### src/rtl/ps2_key_receiver.sv
// PS/2 device-to-host receiver: conditions the raw pins, deserializes 11-bit frames,
// publishes valid bytes and tracks the make code of the currently held key.
module ps2_key_receiver #(
  parameter int FILTER_LEN     = 4,
  parameter int TIMEOUT_CYCLES = 50000
) (
  input  logic       clock,
  input  logic       reset,
  input  logic       ps2_clock,
  input  logic       ps2_data,
  output logic       ps2_key_pressed,
  output logic [7:0] ps2_out,
  output logic [7:0] ps2_key_held,
  output logic       frame_error
);

  localparam int FW = (FILTER_LEN > 1) ? $clog2(FILTER_LEN) : 1;
  localparam int TW = $clog2(TIMEOUT_CYCLES + 1);
  localparam logic [FW-1:0] FILT_LAST = FW'(FILTER_LEN - 1);
  localparam logic [TW-1:0] TO_LAST   = TW'(TIMEOUT_CYCLES - 1);
  localparam logic [7:0] BREAK_CODE = 8'hF0;
  localparam logic [7:0] EXT_CODE   = 8'hE0;

  typedef enum logic [1:0] {
    IDLE   = 2'd0,
    DATA   = 2'd1,
    PARITY = 2'd2,
    STOP   = 2'd3
  } state_t;

  function automatic logic odd_parity_ok(input logic [7:0] data, input logic parity);
    return ^{data, parity};
  endfunction

  logic          clk_meta_r, clk_sync_r, data_meta_r, data_sync_r;
  logic          filt_clk_r, fall_r;
  logic [FW-1:0] filt_cnt_r;
  state_t        state_r, state_s;
  logic [2:0]    bit_cnt_r;
  logic [7:0]    shift_r;
  logic          parity_r;
  logic [TW-1:0] to_cnt_r;
  logic          timeout_s, frame_ok_s, frame_bad_s;
  logic          break_pending_r;

  // Two-flop synchronizers for both pins, preset to the idle-high level
  always_ff @(posedge clock) begin
    if (reset) begin
      clk_meta_r  <= 1'b1;
      clk_sync_r  <= 1'b1;
      data_meta_r <= 1'b1;
      data_sync_r <= 1'b1;
    end else begin
      clk_meta_r  <= ps2_clock;
      clk_sync_r  <= clk_meta_r;
      data_meta_r <= ps2_data;
      data_sync_r <= data_meta_r;
    end
  end

  // Glitch filter; the falling-edge strobe is raised in the same cycle the filter flips
  always_ff @(posedge clock) begin
    if (reset) begin
      filt_clk_r <= 1'b1;
      filt_cnt_r <= '0;
      fall_r     <= 1'b0;
    end else begin
      fall_r <= 1'b0;
      if (clk_sync_r == filt_clk_r) begin
        filt_cnt_r <= '0;
      end else if (filt_cnt_r == FILT_LAST) begin
        filt_clk_r <= clk_sync_r;
        filt_cnt_r <= '0;
        fall_r     <= filt_clk_r;
      end else begin
        filt_cnt_r <= filt_cnt_r + FW'(1);
      end
    end
  end

  assign timeout_s = (state_r != IDLE) && !fall_r && (to_cnt_r == TO_LAST);

  // Mid-frame watchdog, restarted by every filtered falling edge
  always_ff @(posedge clock) begin
    if (reset || (state_r == IDLE) || fall_r || timeout_s) begin
      to_cnt_r <= '0;
    end else begin
      to_cnt_r <= to_cnt_r + TW'(1);
    end
  end

  // FSM state register
  always_ff @(posedge clock) begin
    if (reset) begin
      state_r <= IDLE;
    end else begin
      state_r <= state_s;
    end
  end

  // FSM next state: advances only on filtered falling edges
  always_comb begin
    state_s = state_r;
    if (timeout_s) begin
      state_s = IDLE;
    end else begin
      case (state_r)
        IDLE:    if (fall_r && !data_sync_r) state_s = DATA; else state_s = IDLE;
        DATA:    if (fall_r && (bit_cnt_r == 3'd7)) state_s = PARITY; else state_s = DATA;
        PARITY:  if (fall_r) state_s = STOP; else state_s = PARITY;
        STOP:    if (fall_r) state_s = IDLE; else state_s = STOP;
        default: state_s = IDLE;
      endcase
    end
  end

  // FSM outputs: frame verdict on the stop-bit edge, or a watchdog abort
  always_comb begin
    frame_ok_s  = 1'b0;
    frame_bad_s = 1'b0;
    if ((state_r == STOP) && fall_r) begin
      if (data_sync_r && odd_parity_ok(shift_r, parity_r)) begin
        frame_ok_s = 1'b1;
      end else begin
        frame_bad_s = 1'b1;
      end
    end else begin
      frame_bad_s = timeout_s;
    end
  end

  // Frame datapath: LSB-first shift register, bit counter, parity capture
  always_ff @(posedge clock) begin
    if (reset || timeout_s) begin
      bit_cnt_r <= 3'd0;
      shift_r   <= 8'h00;
      parity_r  <= 1'b0;
    end else if (fall_r) begin
      case (state_r)
        IDLE:    bit_cnt_r <= 3'd0;
        DATA: begin
          shift_r   <= {data_sync_r, shift_r[7:1]};
          bit_cnt_r <= bit_cnt_r + 3'd1;
        end
        PARITY:  parity_r <= data_sync_r;
        default: bit_cnt_r <= bit_cnt_r;
      endcase
    end else begin
      bit_cnt_r <= bit_cnt_r;
    end
  end

  // Registered outputs and make/break tracking on valid bytes
  always_ff @(posedge clock) begin
    if (reset) begin
      ps2_key_pressed <= 1'b0;
      frame_error     <= 1'b0;
      ps2_out         <= 8'h00;
      ps2_key_held    <= 8'h00;
      break_pending_r <= 1'b0;
    end else begin
      ps2_key_pressed <= frame_ok_s;
      frame_error     <= frame_bad_s;
      if (frame_ok_s) begin
        ps2_out <= shift_r;
        if (shift_r == BREAK_CODE) begin
          break_pending_r <= 1'b1;
        end else if (shift_r == EXT_CODE) begin
          break_pending_r <= break_pending_r;
        end else if (break_pending_r) begin
          break_pending_r <= 1'b0;
          if (shift_r == ps2_key_held) ps2_key_held <= 8'h00;
        end else begin
          ps2_key_held <= shift_r;
        end
      end
    end
  end

endmodule
### config.mk
export PLATFORM = sky130hd
export DESIGN_NAME = ps2_key_receiver
export DESIGN_NICKNAME = d
export VERILOG_FILES = /design/src/rtl/ps2_key_receiver.sv
export SDC_FILE = /design/constraint.sdc
export NUM_CORES = 1
export LEC_CHECK = 0
export BUFFER_PORTS_ARGS = -buffer_cell sky130_fd_sc_hd__buf_2
export CORE_MARGIN = 1
export CORE_UTILIZATION = 50
export CTS_CLUSTER_DIAMETER = 120
export DETAILED_ROUTE_END_ITERATION = 8
export HOLD_SLACK_MARGIN = 0.12
export PLACE_DENSITY = 0.69
export SLEW_MARGIN = 20
export SYNTH_ARGS = -nofsm -noshare
export SYNTH_HDL_FRONTEND = slang
export SYNTH_SLANG_ARGS = --single-unit
### constraint.sdc
create_clock -name clock -period 1.78 [get_ports clock]
set_input_delay 0.089 -clock clock [delete_from_list [all_inputs] [get_ports clock]]
set_output_delay 0.089 -clock clock [all_outputs]
set_load 0.005 [all_outputs]
==> flow_summary.yaml <==
synth:
  avgSynthCellArea_sq_um: 9.320
  synthFlopType: "dfxtp_1"
  synth-compound-area-share_pct: 10.34
  ys_async_sr_fraction_pct: 0
  synth_mux_area_share_pct: 4.067
  syn-num-nets: 282
  ys_warn_count: 0
  synth-simple-area-share_pct: 21.31
  synth_fa_ha_area_share_pct: 1.960
  synth_top_family_by_area: "simple AND/OR/NAND/NOR gates"
  synth_xor_area_share_pct: 11.42
  synth_edf_count: 0
  syn_inst: 274
  synth_seq_cells: 57
  synth.distinct_cells: 41
  ys_seq_area_share_pct: 44.68
  synth_area_sq_mm: 0.002554
worst_setup_path:
  crit_start: "shift_r[6]"
  crit_required_ps: 2040
  worstSetupEndpointType: "flip-flop"
  cp_max_fo: 4
  arrival_ps: 2100
  reg2reg_from: "shift_r[6]"
  crit_type: "reg2reg"
  critPathCapture: "ps2_key_held[4]"
  start_kind: "flip-flop"
  timing.rr.end: "ps2_key_held[4]"
  rr_worst_depth: 6
  r2r_slack_ps: -70
clock_tree:
  cts_tree: "done"
  clkLatencyLatePin_ps: 340
  cts_max_path_buffers: 2
  clkSlewWorstSetupHoldPaths_ps: 60
  htree_levels: 3
  clock_sinks: 57
  root_buffer: "clkbuf_8"
  numCtsBuffers: 9
sta:
  fmax_ghz: 0.5416
  setup_viol: 2
  finClkSkew_ps: 3.424
  hold_viol_final: 0
  fin_setup_tns_ps: -69.36
  rsz0062_at_grt: "true"
  worst_pin_slew_ps: 420.3
  slew_headroom_pct: 71.77
  holdWs_ps: 413.2
  worst_slack_ps: -66.51
  fin_crit_sh_pct: 103.7
  drv_slew: 0
  layout_min_cycle_time_ps: 1847
routing:
  route.detailed.drc: 0
  vias: 1987
  ant_nets: 0
  drt_wl_total_um: 5003
  wire_per_inst_um: 12.67
  routed_via_density: 5.030
  first_pass_iters: 4
  drtIter0Drc: 51
run:
  max-cap-violations: 0
finish:
  n_antenna_cell: 0
  drive_gt1_share_pct: 28.35
  final_cell_mix: "dfxtp_1 (54), nor2_1 (42), buf_4 (25), nand2_1 (24), buf_2 (21)"
  mostFrequentLayoutCell: "dfxtp_1"
  nets: 332
  syn_to_final_growth_pct: 27.54
  instances_no_fill: 395
grt:
  grt_max_degree: 28
  grt_pass1_vias: 1818
  grt_use_total_pct: 20.87
  grt_antenna_before_repair: 0
  grt_pass1_wl_um: 8273
  overflow: 0
outcome:
  status: "finished with violations"
  failed_checks: "negative setup slack"
place:
  gp_congestion: 0.7255
  numPortBuffers: 21
  post-dp-hpwl_um: 3327
  dp_cells: 375
  place_ws_ps: -85.87
floorplan:
  die_y_um: 73.47
  start_util_pct: 53.01
  die_x_um: 73.47
  die-area_sq_mm: 0.005397
  core_sq_mm: 0.004817
  io_pins: 22
  std_cell_rows: 25
power:
  vdd.ir_drop.worst_mv: 0.5055
  power_density_mw_per_mm2: 835.6
  p_leak_uw: 0.001367
  power_uw: 2721
min_path:
  hold_class: "reg2reg"
==> how the worst min path moves through the flow <==
| stage | start | to | slack (ps) | cells past startpoint |
|---|---|---|---|---|
| after floorplan | ps2_clock | clk_meta_r | 190 | 1 |
| after global placement | ps2_data | data_meta_r | 270 | 2 |
| after detailed placement | ps2_data | data_meta_r | 270 | 2 |
| after CTS | data_meta_r | data_sync_r | 410 | 1 |
| after global routing | data_meta_r | data_sync_r | 430 | 1 |
| final | data_meta_r | data_sync_r | 410 | 1 |
==> logic make-up after synthesis <==
logic type | after synthesis
fa+ha+maj | 4
buf+inv | 33
flops | 57
compound gates | 29
mux | 10
simple gates | 112
xor+xnor | 29
==> report_power, final <==
group / switching, uW / internal, uW / leakage, uW
combinational: 22.5 / 21.0 / 0.000790
clock: 499 / 896 / 0.000116
sequential: 2.80 / 1280 / 0.000462
==> registers in the layout, indices dropped and copies added, names as in the netlist <==
signal / count
break_pending_r: 1
shift_r: 8
parity_r: 1
data_sync_r: 1
frame_error: 1
to_cnt_r: 16
ps2_key_pressed: 1
clk_sync_r: 1
ps2_key_held: 8
fall_r: 1
filt_cnt_r: 2
filt_clk_r: 1
ps2_out: 8
state_r: 2
clk_meta_r: 1
data_meta_r: 1
bit_cnt_r: 3
==> stage by stage <==
stage          utilization, %  area (sq um)
2_1_floorplan               -          2570
3_3_place_gp            60.31          2905
3_5_place_dp            60.31          2905
4_1_cts                 66.39          3198
5_1_grt                 67.61          3257
6_report                67.61          3257
==> per-layer routing <==
layer  track usage (%)  share of wire, %  vias up
met2             33.84                49       50
met1             24.55                44      915
li1                  -                 -     1011
met5                 0                 0        -
met4             8.974               1.7        0
met3             7.956               5.2       11
==> Yosys cell counts (3+ instances only) <==
cell / count / area, sq um
a21oi_1: 12 / 60.06
buf_2: 7 / 35.03
buf_6: 3 / 33.78
clkbuf_1: 6 / 22.52
dfxtp_1: 57 / 1141
ha_1: 4 / 50.05
inv_1: 15 / 56.30
mux2i_1: 9 / 90.09
nand2_1: 24 / 90.09
nand2b_1: 8 / 50.05
nand3_1: 8 / 40.04
nand4_1: 3 / 18.77
nand4b_1: 3 / 26.28
nor2_1: 42 / 157.7
nor4_1: 3 / 18.77
o32ai_2: 8 / 130.1
or2_1: 3 / 18.77
or2_2: 4 / 25.02
xnor2_1: 9 / 78.83
xor2_1: 17 / 148.9
==> repair_timing <==
item	CTS	global route
setup buffers	0	0
hold buffers	5	0
hold endpoints to repair	6	0
pin swaps	0	6
setup endpoints to repair	18	46
resized for setup	5	11
==> final cells by class <==
type / count / area, sq um
Multi-Input combinational cell: 184 / 1315
Sequential cell: 57 / 1145
Fill cell: 406 / 1560
Clock inverter: 2 / 60.06
Timing Repair Buffer: 57 / 427.9
Clock buffer: 13 / 168.9
Inverter: 15 / 56.30
Tap cell: 67 / 83.83
==> critical path: stages, from the launching register on <==
cell,delay [ps]
dfxtp_2,330
xnor2_2,160
xnor3_2,480
mux2i_4,220
or2_4,260
buf_6,130
o32ai_4,180
No activity file was read; power rests on OpenSTA's default activity.
